--- src/rtl/port_ctrl.sv ---
// port_ctrl: serves one forward/drop tag at a time -- issues a buffer read command, then streams the returned beats.
// Build option PORT_CTRL_OUTREG_EN registers the output beat path through a 2-entry skid buffer.
`ifndef ADDR_LENTH
`define ADDR_LENTH 16
`endif
`ifndef DATA_WIDTH
`define DATA_WIDTH 32
`endif

module port_ctrl #(
  parameter int unsigned AW_PKT  = `ADDR_LENTH,
  parameter int unsigned DW_DATA = `DATA_WIDTH
) (
  input  logic                iClk,
  input  logic                iRst_n,
  input  logic                iTagQueueInVld,
  output logic                iTagQueueInRdy,
  input  logic [AW_PKT+7:0]   iTagQueueInPld,
  input  logic                iTagDropInVld,
  output logic                iTagDropInRdy,
  input  logic [AW_PKT+7:0]   iTagDropInPld,
  output logic                oRdCmdVld,
  input  logic                oRdCmdRdy,
  output logic [AW_PKT+4:0]   oRdCmdPld,
  output logic [3:0]          oRdCmdAddr,
  input  logic                iRdDataVld,
  output logic                iRdDataRdy,
  input  logic [DW_DATA:0]    iRdDataPld,
  input  logic [3:0]          iRdDataAddr,
  output logic                oRdVld,
  output logic [DW_DATA-1:0]  oRdData,
  output logic                oRdSop,
  output logic                oRdEop,
  output logic                oRdLast,
  input  logic                iRdRdy
);

  localparam int unsigned MW = AW_PKT + 4;
  localparam int unsigned TW = AW_PKT + 8;

  typedef enum logic [1:0] {IDLE = 2'd0, CMD = 2'd1, DATA = 2'd2} stateT;

  stateT              state;
  stateT              nextState;
  logic [MW-1:0]      tagMsg;
  logic [3:0]         tagSrc;
  logic               tagDrop;
  logic               sopPend;
  logic               rdLastQ;

  logic               dropRdy;
  logic               queueRdy;
  logic               cmdVld;
  logic               tagAccept;
  logic               cmdFire;
  logic               inRdy;
  logic               inFire;
  logic               inLast;
  logic [DW_DATA-1:0] inData;
  logic               outVld;
  logic               outFire;
  logic               outSop;
  logic               outEop;
  logic [DW_DATA-1:0] outData;

  // Beats carry no routing information back; the address field is ignored.
  logic unusedRdAddr;
  assign unusedRdAddr = ^iRdDataAddr;

  assign inData    = iRdDataPld[DW_DATA:1];
  assign inLast    = iRdDataPld[0];
  assign inFire    = inRdy && iRdDataVld;
  assign outFire   = outVld && iRdRdy;
  assign tagAccept = (dropRdy && iTagDropInVld) || (queueRdy && iTagQueueInVld);
  assign cmdFire   = cmdVld && oRdCmdRdy;

  // Next state and tag/command handshakes; everything forced low while reset is held.
  always_comb begin
    nextState = state;
    dropRdy   = 1'b0;
    queueRdy  = 1'b0;
    cmdVld    = 1'b0;
    case (state)
      IDLE: begin
        dropRdy  = 1'b1;
        queueRdy = !iTagDropInVld;
        if (iTagDropInVld || iTagQueueInVld) nextState = CMD;
      end
      CMD: begin
        cmdVld = 1'b1;
        if (oRdCmdRdy) nextState = tagDrop ? IDLE : DATA;
      end
      DATA: begin
        if (outFire && outEop) nextState = IDLE;
      end
      default: nextState = IDLE;
    endcase
    if (!iRst_n) begin
      dropRdy  = 1'b0;
      queueRdy = 1'b0;
      cmdVld   = 1'b0;
    end
  end

  always_ff @(posedge iClk) begin
    if (!iRst_n) begin
      state   <= IDLE;
      tagMsg  <= '0;
      tagSrc  <= '0;
      tagDrop <= 1'b0;
      sopPend <= 1'b0;
      rdLastQ <= 1'b0;
    end else begin
      state <= nextState;
      if (tagAccept) begin
        if (iTagDropInVld) begin
          tagMsg  <= iTagDropInPld[TW-1:4];
          tagSrc  <= iTagDropInPld[3:0];
          tagDrop <= 1'b1;
        end else begin
          tagMsg  <= iTagQueueInPld[TW-1:4];
          tagSrc  <= iTagQueueInPld[3:0];
          tagDrop <= 1'b0;
        end
      end
      // Sop marks the first beat taken from the buffer for this packet.
      if (cmdFire && !tagDrop) sopPend <= 1'b1;
      else if (inFire)         sopPend <= 1'b0;
      rdLastQ <= outFire && outEop;
    end
  end

`ifdef PORT_CTRL_OUTREG_EN
  localparam int unsigned BW = DW_DATA + 2;

  logic [BW-1:0] skidMem [2];
  logic          wrPtr;
  logic          rdPtr;
  logic [1:0]    skidCnt;
  logic          gotLast;

  // Input ready depends only on buffer space; once the last beat is buffered, stop taking beats.
  assign inRdy  = (state == DATA) && !gotLast && (skidCnt != 2'd2) && iRst_n;
  assign outVld = (skidCnt != 2'd0) && iRst_n;
  assign {outSop, outEop, outData} = skidMem[rdPtr];

  always_ff @(posedge iClk) begin
    if (inFire) skidMem[wrPtr] <= {sopPend, inLast, inData};
  end

  always_ff @(posedge iClk) begin
    if (!iRst_n) begin
      wrPtr   <= 1'b0;
      rdPtr   <= 1'b0;
      skidCnt <= 2'd0;
      gotLast <= 1'b0;
    end else begin
      if (inFire)  wrPtr <= !wrPtr;
      if (outFire) rdPtr <= !rdPtr;
      skidCnt <= 2'(skidCnt + 2'(inFire) - 2'(outFire));
      if (state != DATA)          gotLast <= 1'b0;
      else if (inFire && inLast)  gotLast <= 1'b1;
    end
  end
`else
  assign inRdy   = (state == DATA) && iRdRdy && iRst_n;
  assign outVld  = (state == DATA) && iRdDataVld && iRst_n;
  assign outData = inData;
  assign outSop  = sopPend;
  assign outEop  = inLast;
`endif

  assign iTagDropInRdy  = dropRdy;
  assign iTagQueueInRdy = queueRdy;
  assign oRdCmdVld      = cmdVld;
  assign oRdCmdPld      = iRst_n ? {tagMsg, tagDrop} : '0;
  assign oRdCmdAddr     = iRst_n ? tagSrc : 4'd0;
  assign iRdDataRdy     = inRdy;
  assign oRdVld         = outVld;
  assign oRdData        = outVld ? outData : '0;
  assign oRdSop         = outVld && outSop;
  assign oRdEop         = outVld && outEop;
  assign oRdLast        = rdLastQ && iRst_n;

endmodule

--- config.mk ---
export PLATFORM = sky130hd
export DESIGN_NAME = port_ctrl
export DESIGN_NICKNAME = d
export VERILOG_FILES = /design/src/rtl/port_ctrl.sv
export SDC_FILE = /design/constraint.sdc
export NUM_CORES = 1
export LEC_CHECK = 0
export BUFFER_PORTS_ARGS = -buffer_cell sky130_fd_sc_hd__buf_2
export CORE_MARGIN = 2
export CORE_UTILIZATION = 41
export DETAILED_ROUTE_END_ITERATION = 12
export PLACE_DENSITY = 0.87
export SLEW_MARGIN = 10
export SYNTH_ARGS = -nofsm -noshare
export SYNTH_HDL_FRONTEND = slang
export SYNTH_SLANG_ARGS = --single-unit
--- constraint.sdc ---
create_clock -name iClk -period 3.1 [get_ports iClk]
set_input_delay 0.62 -clock iClk [delete_from_list [all_inputs] [get_ports iClk]]
set_output_delay 0.62 -clock iClk [all_outputs]
set_load 0.005 [all_outputs]
Word-level counts from Yosys, hierarchy flattened. Cells that the tools add are included.

Register bits: 29. Bits of input ports: 92. Output and inout bits: 65.

Eq/ne operators: 5. Muxes and demuxes: 19. Reduce and logical (&&, ||, !) cells: 21.

Operator list (number): 32-bit 2-to-1 mux (1); 21-bit 2-to-1 mux (1); 20-bit 2-to-1 mux (1); 1-bit logical AND (14); 1-bit 2-to-1 mux (9); 2-bit 2-to-1 mux (4); 4-bit 2-to-1 mux (2); 2-bit != test, second input constant (3); 2-bit case mux with 3 select lines (1); 3-bit AND reduction (1); 2-bit by 1-bit equality test with 1-bit output, second input constant (1); 2-bit equality test, second input constant (1); 1-bit logical NOT (2); 2-bit logical NOT (1); 1-bit logical OR (2); 2-bit nonzero test (1).

Longest topological paths before layout.
Word-level depth: 7. Gate-level depth with buffers: 5.

Worst setup path before layout. Ideal clock, no wire load.

Path type: input port to output port. From: input port iRdDataVld. To: output port oRdData[23]. Data arrival time: 1.214 ns. Path slack: 1.266 ns. Stages on the path: 4. Buffers on the path: 2. Cells stage by stage: and3_1 buf_2 buf_2 and2_1.

Word-level cells in the longest chain between the ends: 3.

RTL lines: from (decl) (RTL line 26) `input logic iRdDataVld,`; 1-bit logical AND (2 in a row) (RTL line 167) `assign outVld = (state == DATA) && iRdDataVld && iRst_n;`; net oRdVld (RTL line 30) `output logic oRdVld,`; 32-bit 2-to-1 mux (RTL line 180) `assign oRdData = outVld ? outData : '0;`; to (decl) (RTL line 31) `output logic [DW_DATA-1:0] oRdData,`.

The timed path passes the listed nets, and every way through them passes these cells.

Worst setup path in the final report.
From: register state[1]. To: output port oRdData[6].

Word-level cells in the longest chain between the ends: 4.

RTL lines: from (decl) (RTL line 43) `stateT state;`; from (signal assigned) (RTL line 114) `state <= nextState;`; 2-bit equality test (RTL line 167); 1-bit logical AND (2 in a row) (RTL line 167); 32-bit 2-to-1 mux (RTL line 180).

No other way between the ends.

==> impl_metrics.csv <==
group,metric,value,unit
outcome,outcome,"completed",
synth,yosysUniqueCellTypes,22,
floorplan,pin_count,157,
worst_setup_path,crit_path_top_delay_cell,"dfxtp_1",
worst_setup_path,reg2reg_slack,1480,ps
layout,nFillCells,377,
placed_design,dp_slack,689.4,ps
timing,max_freq,0.4292,GHz
timing,setup_viol,0,
worst_hold_path,hold_path_end,"outSop",
synth,syn_avg_cell_area,10.66,um^2
placed_design,io_buffers,152,
synth,synthCells,168,
layout,num_antenna_cells,0,
clock_network,insertion_delay,270,ps
grt,grt_pass1_vias,1652,
grt,grt_max_degree,34,
floorplan,core,4294,um^2
synth,yosys_warnings,0,
synth,syn_area,1792,um^2
layout,nets,411,
synth,synth_ff_type,"dfxtp_1",
grt,grt_remaining_overflow,0,
worst_setup_path,path_cells,"nor2b_1 -> and3_1 -> buf_4 -> and2_1 -> buf_2",
route,first_pass_iters,4,
route,drt.antenna.violating_nets,0,
clock_network,cts_setup_buffers,0,
clock_network,post_cts_resized,0,
clock_network,cts_made_buffers,5,
synth,synth_async_sr_flop_share,0,%
timing,period_needed,2330,ps
worst_setup_path,critPathMaxStageDelay,400,ps
timing,maxSlewHeadroom,77.27,%
floorplan,start_util,41.72,%
timing,period_share,75.16,%
layout,drive_gt1_share,66.88,%
timing,rsz0062_at_grt,"no",
worst_setup_path,r2r_end,"tagMsg[9]",
worst_hold_path,hold_class,"flip-flop to flip-flop",
synth,synth-edff-count,0,
floorplan,rows,24,
synth,yosys_register_bits,29,
timing,finalSetupTns,0,ps
worst_setup_path,endpoint_kind,"output pin",
power_and_ir_drop,finalPower,1.031,mW
timing,hold_viol,0,
layout,multi_input_area,1110,um^2
synth,yosysTopAreaCell,"dfxtp_1",
timing,holdWs,532.5,ps
route,routed_via_density,4.599,
worst_hold_path,min-delay-start,"outSop",
layout,finalNonFillerCells,372,
synth,synth_commonest_cells,"60 x and2_1, 29 x dfxtp_1, 29 x mux2_2",
placed_design,hpwl,3646,um
worst_setup_path,arrival,1710,ps
timing,fin_worst_skew,1.952,ps
layout,ff_latch_area,580.6,um^2
worst_setup_path,worstPathMaxFanout,33,
grt,grt_pass1_wl,7631,um
timing,setup_ws,770.0,ps
synth,yosys-top-cells-area,"dfxtp_1 32%, and2_1 21%, mux2_2 18%",
route,finalWirelength,4675,um
worst_hold_path,min_path_cells,2,
worst_setup_path,worst_ep_required_time,2480,ps
route,drc_errors,0,
synth,synth_top_area_share,32.40,%
worst_setup_path,reg2reg_from,"state[0]",
route,initialDrtViolationCount,54,
grt,antenna_found_initial,0,
power_and_ir_drop,power_leakage,1.514,nW
clock_network,cts_hold_buf,0,
route,avgRoutedWirePerCell,12.57,um
grt,grtUsageTotal,19.14,%
timing,worst_pin_slew,336.4,ps
job,cap_violations,0,
synth,yosysSeqAreaShare,32.40,%
power_and_ir_drop,vdd_drop_max,306.9,uV
clock_network,clock-sinks,29,
clock_network,cts.reportedPaths.clkPinSlew,60,ps
placed_design,gp_congestion,0.8259,
clock_network,tritoncts,"yes",
synth,syn_nets,260,
power_and_ir_drop,p_per_area,387.9,nW/um^2
clock_network,cts_htree_levels,2,
timing,slew_viol_final,0,
route,vias,1711,
floorplan,die_x,70.11,um
placed_design,place_inst,364,
worst_setup_path,path_class,"flip-flop to output pin",
synth,synth_most_common_cell,"and2_1",
worst_setup_path,r2r_cells,4,
worst_setup_path,start_kind,"flip-flop",
layout,syn2layout_area_growth,48.39,%
floorplan,die-height,70.11,um
clock_network,clk_path_buf_depth,2,
floorplan,die-area,4915,um^2
clock_network,cts-root-buf,"clkbuf_8",
[report_power, final]
part	switching [mW]	internal [mW]
Clock	0.133	0.200
Combinational	0.0963	0.169
Sequential	0.0124	0.420
[flip-flops by register name, summed over array words and instances (netlist names)]
name and flops:
tagDrop 1, tagMsg 20, tagSrc 4, outSop 1
rdLastQ 1, state 2
[per-stage QoR]
step / area, um^2 / util (%)
2_1_floorplan: 1792 / -
3_3_place_gp: 2557 / 59.56
3_5_place_dp: 2557 / 59.56
4_1_cts: 2659 / 61.92
5_1_grt: 2659 / 61.92
6_report: 2659 / 61.92
[cell usage in the layout, fill, tap and decap left out]
cell | Yosys | final
and2_1 | 60 | 60
inv_1 | 1 | 1
o21a_1 | 1 | 1
o21ai_0 | 1 | 1
nor4bb_1 | 1 | 1
mux2_2 | 29 | 29
clkinv_2 | 0 | 1
dfxtp_1 | 29 | 29
buf_4 | 0 | 5
nand2_1 | 1 | 1
a21o_1 | 1 | 1
mux2_4 | 19 | 19
a21oi_1 | 2 | 2
a22o_1 | 1 | 1
nor3b_4 | 1 | 1
nor2b_1 | 3 | 3
and3b_1 | 1 | 1
buf_2 | 5 | 152
nand3_1 | 1 | 1
and3_1 | 3 | 3
clkbuf_8 | 0 | 7
[per-layer routing]
metal	wire [um]	vias to the layer above	global-route usage [%]
met4	41	0	6.410
met5	0	-	0
met3	359	2	5.051
met2	2494	76	35.87
li1	-	860	-
met1	1779	773	20.59
[worst max-delay path by stage]
stage / startpoint / end / slack, ps / depth (start not counted)
after detailed placement: iRst_n / tagMsg[10] / 690 / 6
after global placement: iRst_n / tagMsg[8] / 690 / 6
after floorplan: iRdDataVld / oRdData[23] / 1270 / 4
after CTS: state[1] / oRdData[6] / 770 / 5
after global routing: state[1] / oRdData[6] / 620 / 5
final: state[1] / oRdData[6] / 770 / 5
[cells by family after synthesis]
logic type	Yosys count	share of synthesized area, %
multiplexers	48	34.15
flip-flops	29	32.40
AO/OA/AOI/OAI	6	2.165
AND/OR/NAND/NOR	71	25.63
buffers and inverters	14	5.656
[cell type report]
class | count | area share, %
multi-input combinational | 125 | 41.74
timing repair buffer | 157 | 30.02
clock buffer | 7 | 3.624
sequential | 29 | 21.84
inverter | 1 | 0.1412
clock inverter | 1 | 0.1882
tap | 52 | 2.447
[worst max-delay path, delay by kind of cell, from the launching register on]
kind                   cells  cell delay, ps
AND/OR/NAND/NOR            3             660
buffers and inverters      2             380
flip-flops                 1             400
(Power assumes the default switching activity.)
